[src/rtl/instruction_fetch_pkg.sv]
// Shared definitions for the instruction fetch slice.
// Holds the FSM state encoding, the default reset PC, the syscall opcode and the IF/ID payload type.
`ifndef INSTRUCTION_FETCH_PKG_SV
`define INSTRUCTION_FETCH_PKG_SV
package instruction_fetch_pkg;

   localparam int unsigned XLEN = 32;

   localparam logic [XLEN-1:0] DEFAULT_RESET_PC = 32'h0000_0000;
   localparam logic [XLEN-1:0] SYSCALL_OPCODE   = 32'h0000_000C;

   typedef enum logic [1:0] {
      ST_BOOT = 2'd0,
      ST_RUN  = 2'd1,
      ST_HALT = 2'd2
   } fetch_state_e;

   // IF/ID pipeline register payload
   typedef struct packed {
      logic [XLEN-1:0] instruction;
      logic [XLEN-1:0] pc_plus4;
   } if_id_t;

endpackage
`endif

[src/rtl/instruction_fetch_if.sv]
// Instruction-memory bus between the fetch unit and a combinational memory.
//   imem_address : word address driven by fetch (master)
//   imem_data    : instruction word returned in the same cycle (slave)
interface instruction_fetch_if #(
   parameter int unsigned SIZE_EXP2 = 10
);
   logic [SIZE_EXP2-1:0] imem_address;
   logic [31:0]          imem_data;

   modport master (output imem_address, input imem_data);
   modport slave  (input imem_address, output imem_data);
endinterface

[src/rtl/instruction_fetch_pc.sv]
// Program counter register with next-PC mux.
//   clk, rst_n          : clock, async active-low reset
//   advance_i           : sequential fetch, pc <= pc + 4
//   redirect_i          : load word-aligned redirect_target_i (wins over advance_i)
//   pc_o                : registered fetch byte address
//   pc_plus4_c_o        : combinational pc + 4
module program_counter
   import instruction_fetch_pkg::*;
#(
   parameter logic [31:0] RESET_PC = DEFAULT_RESET_PC
) (
   input  logic        clk,
   input  logic        rst_n,
   input  logic        advance_i,
   input  logic        redirect_i,
   input  logic [31:0] redirect_target_i,
   output logic [31:0] pc_o,
   output logic [31:0] pc_plus4_c_o
);

   logic [31:0] pc_q;
   logic [31:0] pc_d;

   assign pc_plus4_c_o = pc_q + 32'd4;
   assign pc_o         = pc_q;

   // Low two target bits are dropped so the PC always stays word aligned
   always_comb begin
      pc_d = pc_q;
      if (redirect_i) begin
         pc_d = {redirect_target_i[31:2], 2'b00};
      end else if (advance_i) begin
         pc_d = pc_plus4_c_o;
      end
   end

   always_ff @(posedge clk or negedge rst_n) begin
      if (!rst_n) begin
         pc_q <= RESET_PC;
      end else begin
         pc_q <= pc_d;
      end
   end

endmodule

[src/rtl/instruction_fetch.sv]
// Single-cycle instruction fetch stage with IF/ID register, BOOT/RUN/HALT control and fetch counter.
//   system_clock, system_reset_n : clock, async active-low reset
//   stall                        : decode cannot accept, hold PC and IF/ID
//   redirect_valid/target        : taken branch/jump, flushes IF/ID
//   imem                         : combinational instruction-memory bus
//   if_id_*                      : IF/ID register contents
//   pc, halted, misaligned, fetch_count : status
module instruction_fetch
   import instruction_fetch_pkg::*;
#(
   parameter int unsigned SIZE_EXP2 = 10,
   parameter logic [31:0] RESET_PC  = DEFAULT_RESET_PC
) (
   input  logic                system_clock,
   input  logic                system_reset_n,
   input  logic                stall,
   input  logic                redirect_valid,
   input  logic [31:0]         redirect_target,
   instruction_fetch_if.master imem,
   output logic                if_id_valid,
   output logic [31:0]         if_id_instruction,
   output logic [31:0]         if_id_pc_plus4,
   output logic [31:0]         pc,
   output logic                halted,
   output logic                misaligned,
   output logic [31:0]         fetch_count
);

   fetch_state_e state_q, state_d;
   logic         do_fetch_c;
   logic         do_redirect_c;
   logic         drop_valid_c;
   logic [31:0]  pc_plus4_c;

   if_id_t       if_id_q, if_id_d;
   logic         valid_q, valid_d;
   logic [31:0]  count_q, count_d;
   logic         mis_q, mis_d;
   logic         halted_q, halted_d;

   program_counter #(
      .RESET_PC (RESET_PC)
   ) u_pc (
      .clk               (system_clock),
      .rst_n             (system_reset_n),
      .advance_i         (do_fetch_c),
      .redirect_i        (do_redirect_c),
      .redirect_target_i (redirect_target),
      .pc_o              (pc),
      .pc_plus4_c_o      (pc_plus4_c)
   );

   // Memory is word addressed; upper PC bits alias (wrap modulo memory size)
   assign imem.imem_address = pc[SIZE_EXP2+1:2];

   // State register
   always_ff @(posedge system_clock or negedge system_reset_n) begin
      if (!system_reset_n) begin
         state_q <= ST_BOOT;
      end else begin
         state_q <= state_d;
      end
   end

   // Next state: a syscall halts only when it is actually written into IF/ID
   always_comb begin
      state_d = state_q;
      case (state_q)
         ST_BOOT: state_d = ST_RUN;
         ST_RUN: begin
            if (!redirect_valid && !stall && (imem.imem_data == SYSCALL_OPCODE)) begin
               state_d = ST_HALT;
            end
         end
         ST_HALT: state_d = ST_HALT;
         default: state_d = ST_BOOT;
      endcase
   end

   // Control outputs: redirect beats stall in RUN; HALT only drains IF/ID
   always_comb begin
      do_fetch_c    = 1'b0;
      do_redirect_c = 1'b0;
      drop_valid_c  = 1'b0;
      case (state_q)
         ST_RUN: begin
            if (redirect_valid) begin
               do_redirect_c = 1'b1;
            end else if (!stall) begin
               do_fetch_c = 1'b1;
            end
         end
         ST_HALT: drop_valid_c = !stall;
         default: ;
      endcase
   end

   // IF/ID, counter and status next values
   always_comb begin
      if_id_d  = if_id_q;
      valid_d  = valid_q;
      count_d  = count_q;
      mis_d    = mis_q;
      halted_d = (state_d == ST_HALT);
      if (do_fetch_c) begin
         if_id_d.instruction = imem.imem_data;
         if_id_d.pc_plus4    = pc_plus4_c;
         valid_d             = 1'b1;
         count_d             = count_q + 32'd1;
      end
      if (do_redirect_c) begin
         valid_d = 1'b0;
         mis_d   = mis_q | (|redirect_target[1:0]);
      end
      if (drop_valid_c) begin
         valid_d = 1'b0;
      end
   end

   always_ff @(posedge system_clock or negedge system_reset_n) begin
      if (!system_reset_n) begin
         if_id_q  <= '0;
         valid_q  <= 1'b0;
         count_q  <= 32'd0;
         mis_q    <= 1'b0;
         halted_q <= 1'b0;
      end else begin
         if_id_q  <= if_id_d;
         valid_q  <= valid_d;
         count_q  <= count_d;
         mis_q    <= mis_d;
         halted_q <= halted_d;
      end
   end

   assign if_id_valid       = valid_q;
   assign if_id_instruction = if_id_q.instruction;
   assign if_id_pc_plus4    = if_id_q.pc_plus4;
   assign fetch_count       = count_q;
   assign misaligned        = mis_q;
   assign halted            = halted_q;

endmodule

[src/flat_wrapper.sv]
// flat-port wrapper written by rule: the top's interface ports become plain ports
module instruction_fetch_flat import instruction_fetch_pkg::*;
#(
   parameter int unsigned SIZE_EXP2 = 10,
   parameter logic [31:0] RESET_PC  = DEFAULT_RESET_PC
)
  (system_clock, system_reset_n, stall, redirect_valid, redirect_target, if_id_valid, if_id_instruction, if_id_pc_plus4, pc, halted, misaligned, fetch_count, imem_imem_address, imem_imem_data);
  instruction_fetch_if #(.SIZE_EXP2(SIZE_EXP2)) imem_i ();
  input  logic system_clock;
  input  logic system_reset_n;
  input  logic stall;
  input  logic redirect_valid;
  input  logic [31:0] redirect_target;
  output logic if_id_valid;
  output logic [31:0] if_id_instruction;
  output logic [31:0] if_id_pc_plus4;
  output logic [31:0] pc;
  output logic halted;
  output logic misaligned;
  output logic [31:0] fetch_count;
  output wire logic [$bits(imem_i.imem_address)-1:0] imem_imem_address;
  input wire logic [$bits(imem_i.imem_data)-1:0] imem_imem_data;
  assign imem_imem_address = imem_i.imem_address;
  assign imem_i.imem_data = imem_imem_data;
  instruction_fetch #(.SIZE_EXP2(SIZE_EXP2), .RESET_PC(RESET_PC)) u_core (.system_clock(system_clock), .system_reset_n(system_reset_n), .stall(stall), .redirect_valid(redirect_valid), .redirect_target(redirect_target), .imem(imem_i), .if_id_valid(if_id_valid), .if_id_instruction(if_id_instruction), .if_id_pc_plus4(if_id_pc_plus4), .pc(pc), .halted(halted), .misaligned(misaligned), .fetch_count(fetch_count));
endmodule
[config.mk]
export PLATFORM = sky130hd
export DESIGN_NAME = instruction_fetch_flat
export DESIGN_NICKNAME = d
export VERILOG_FILES = /design/src/rtl/instruction_fetch_pkg.sv /design/src/rtl/instruction_fetch_if.sv /design/src/rtl/instruction_fetch_pc.sv /design/src/rtl/instruction_fetch.sv /design/src/flat_wrapper.sv
export SDC_FILE = /design/constraint.sdc
export NUM_CORES = 1
export LEC_CHECK = 0
export CELL_PAD_IN_SITES_DETAIL_PLACEMENT = 0
export CELL_PAD_IN_SITES_GLOBAL_PLACEMENT = 1
export CORE_ASPECT_RATIO = 0.9
export CORE_MARGIN = 2
export CORE_UTILIZATION = 30
export CTS_CLUSTER_DIAMETER = 120
export DETAILED_ROUTE_END_ITERATION = 8
export GPL_ROUTABILITY_DRIVEN = 0
export PLACE_DENSITY = 0.79
export SYNTH_ARGS = -nofsm -noshare
export SYNTH_HDL_FRONTEND = slang
export SYNTH_SLANG_ARGS = --single-unit
[constraint.sdc]
create_clock -name system_clock -period 3.5 [get_ports system_clock]
set_input_delay 1.05 -clock system_clock [delete_from_list [all_inputs] [get_ports system_clock]]
set_output_delay 1.05 -clock system_clock [all_outputs]
set_load 0.01 [all_outputs]
==> flow_summary.json <==
{
  "area_growth_pct": 47.5,
  "synthTopCellsByArea": "dfrtp_1 (54%), nand2_1 (10%), xnor2_1 (6.2%)",
  "crit_top_cell": "buf_4",
  "dp_cells": 1040,
  "finalHoldViolCount": 0,
  "hold-path-endpoint": "u_core.if_id_instruction[4]$_DFFE_PN0P_",
  "finalCritPeriodShare_pct": 81.9,
  "synth_seq_area_share_pct": 54.5,
  "fin_crit_ns": 2.87,
  "slew_viol_final": 0,
  "grt-ovfl-total": 0,
  "grt_pass1_wl_mm": 26.5,
  "cts_resized": 0,
  "slowest_stage": "clkdlybuf4s50_1",
  "vias": 5079,
  "max_stage_delay_ns": 0.59,
  "pin_count": 209,
  "slew-limit-headroom_pct": 22.4,
  "clock.fmax_mhz": 349,
  "yosysUniqueCellTypes": 41,
  "nets": 879,
  "antenna_found_initial": 0,
  "die_h_um": 137,
  "drtIter0Drc": 279,
  "setup-tns-final_ns": 0,
  "via_per_inst": 4.74,
  "grt.total_usage_pct": 16.0,
  "dieArea_um2": 20900,
  "initial_core_util_pct": 30.8,
  "clk_latency_ns": 0.41,
  "grt_pass1_vias": 4985,
  "ir_drop_uv": 265,
  "report.final.setup_viol": 0,
  "drtPass1Iterations": 4,
  "rsz0062_at_grt": "no",
  "ys_seq_elements": 129,
  "r2r_cells": 5,
  "regToRegStartpoint": "u_core.u_pc.pc_o[13]$_DFFE_PN0P_",
  "drive_above_1_share_pct": 5.72,
  "total_leakage_power_uw": 0.00369,
  "cts_max_level": 4,
  "outcome": "complete, no violations",
  "die_w_um": 152,
  "clockRootBuffer": "clkbuf_16",
  "hold_slack_ns": 0.472,
  "post-synth-top-area-fraction_pct": 54.5,
  "path_clk_slew_ns": 0.06,
  "hold_buffers": 0,
  "p_per_area_nw_per_um2": 520,
  "yosysTopAreaCell": "dfrtp_1",
  "tritoncts": "built",
  "syn_area_um2": 5930,
  "critical_path.max_fanout": 81,
  "path_delay_family": "buffers and inverters",
  "crit_type": "primary input to flip-flop",
  "antenna_cells": 0,
  "end_kind": "flip-flop",
  "coreArea_um2": 19300,
  "synth_edf_count": 0,
  "wirelength_mm": 16.4,
  "synthFlopType": "dfrtp_1",
  "cts_max_path_buffers": 2,
  "finalInstanceArea_um2": 8740,
  "worstHoldStart": "u_core.if_id_instruction[4]$_DFFE_PN0P_",
  "critPathLaunchType": "primary input",
  "worst_pin_slew_ns": 1.16,
  "regToRegEndpoint": "u_core.u_pc.pc_o[28]$_DFFE_PN0P_",
  "yosys_warnings": 0,
  "cp_cell_sequence": "clkdlybuf4s50_1 -> or4b_4 -> buf_4 -> buf_4 -> o21ai_0",
  "hpwl_mm": 11.9,
  "fill_cells": 1862,
  "hold_class": "flip-flop to flip-flop",
  "max-cap-violations": 0,
  "drc_errors": 0,
  "critPathArrivalTime_ns": 3.14,
  "port_buffers": 204,
  "path_buf_inv": 3,
  "placed_area_um2": 8150,
  "avgRoutedWirePerCell_um": 15.4,
  "ff2ff_setup_slack_ns": 1.28,
  "cts_setup_buffers": 0,
  "cts_buffers": 17,
  "layout_commonest_cell": "clkdlybuf4s50_1",
  "numClockSinks": 129,
  "fin_util_pct": 45.4,
  "ant_nets": 0,
  "hold_path_depth": 2,
  "async_flop_share_pct": 100,
  "layout_common_cells": "clkdlybuf4s50_1 (203), nand2_1 (164), dfrtp_1 (129)",
  "rows": 48,
  "syn_avg_cell_area_um2": 9.55,
  "cp.required_ns": 3.77,
  "final-instance-count-excl-fill": 1071,
  "fin_worst_skew_ns": 0.00930,
  "grt_start_max_net_pins": 82,
  "netlist_instances": 621
}
## layout make-up
type                    count  area (µm²)  share of cell area, %
flip-flops and latches    129        3230                   36.9
inverters                   8        30.0                  0.343
repair buffers            212        2120                   24.2
well taps                 250         313                   3.58
clock inverters            10         135                   1.55
multi-input cells         441        2460                   28.2
clock buffers              21         460                   5.27
## sequential cells by signal, summed over array words and instances, names as in the netlist
name                      flops
u_core.fetch_count           32
u_core.if_id_pc_plus4        30
u_core.state_q                2
u_core.halted                 1
u_core.u_pc.pc_o             30
u_core.misaligned             1
u_core.if_id_instruction     32
u_core.if_id_valid            1
## synthesized netlist by cell type (2+ instances only)
master    count
nor4b_1       2
a21oi_1       3
clkbuf_1     27
xor2_1       17
o21ai_0      56
buf_2         4
nand4_1      12
o311ai_0      3
nor2_1       25
and4_1        6
nand2b_1      2
nor4_2        4
nor3_1       13
ha_1          2
a221o_1       6
o21ai_1       2
xnor2_1      42
and3_1        6
nand2_1     164
inv_1         8
nor4_1       12
a22oi_1      19
buf_4        14
dfrtp_1     129
nand3_1      27
## layer usage
| metal | wire length [µm] | global-route usage (%) |
|---|---|---|
| met2 | 7220 | 23.5 |
| met1 | 7800 | 21.9 |
| met4 | 311 | 5.92 |
| met5 | 0 | 0 |
| met3 | 1110 | 5.47 |
## cell families after synthesis
logic type | after synthesis | share of synthesized area, %
AND/OR/NAND/NOR | 284 | 22.5
flip-flops | 129 | 54.5
AO/OA/AOI/OAI | 92 | 9.41
XOR/XNOR | 59 | 8.72
buffers and inverters | 54 | 4.39
adder cells (fa/ha/maj) | 2 | 0.422
other | 1 | 0.0633
## how the worst max path moves through the flow
stage	startpoint	slack, ns	end	depth (start not counted)
final	stall	0.63	u_core.if_id_pc_plus4[24]$_DFFE_PN0P_	5
after global routing	stall	0.43	u_core.if_id_pc_plus4[27]$_DFFE_PN0P_	5
after CTS	stall	0.66	u_core.fetch_count[9]$_DFFE_PN0P_	6
after detailed placement	stall	0.20	u_core.if_id_pc_plus4[26]$_DFFE_PN0P_	5
after global placement	stall	0.23	u_core.fetch_count[9]$_DFFE_PN0P_	6
after floorplan	stall	0.91	u_core.fetch_count[23]$_DFFE_PN0P_	6
## power breakdown
part | internal [µW] | switching (µW)
logic | 512 | 405
clock network | 1150 | 642
registers | 1670 | 175
total | 3330 | 1220
## worst register-to-register path, cell delays in order, from the launching register on
cell	delay [ns]
dfrtp_1	0.51
nand4_2	0.24
or4_1	0.73
nor4_2	0.34
xnor2_1	0.20
o21ai_1	0.08
## per-stage QoR
step	total power [µW]	setup slack, ns
3_5_place_dp	2790	0.197
3_3_place_gp	2790	0.227
6_report	4550	0.634
5_1_grt	4790	0.432
2_1_floorplan	2210	0.906
4_1_cts	4630	0.657
No activity file was read; power rests on OpenSTA's default activity.
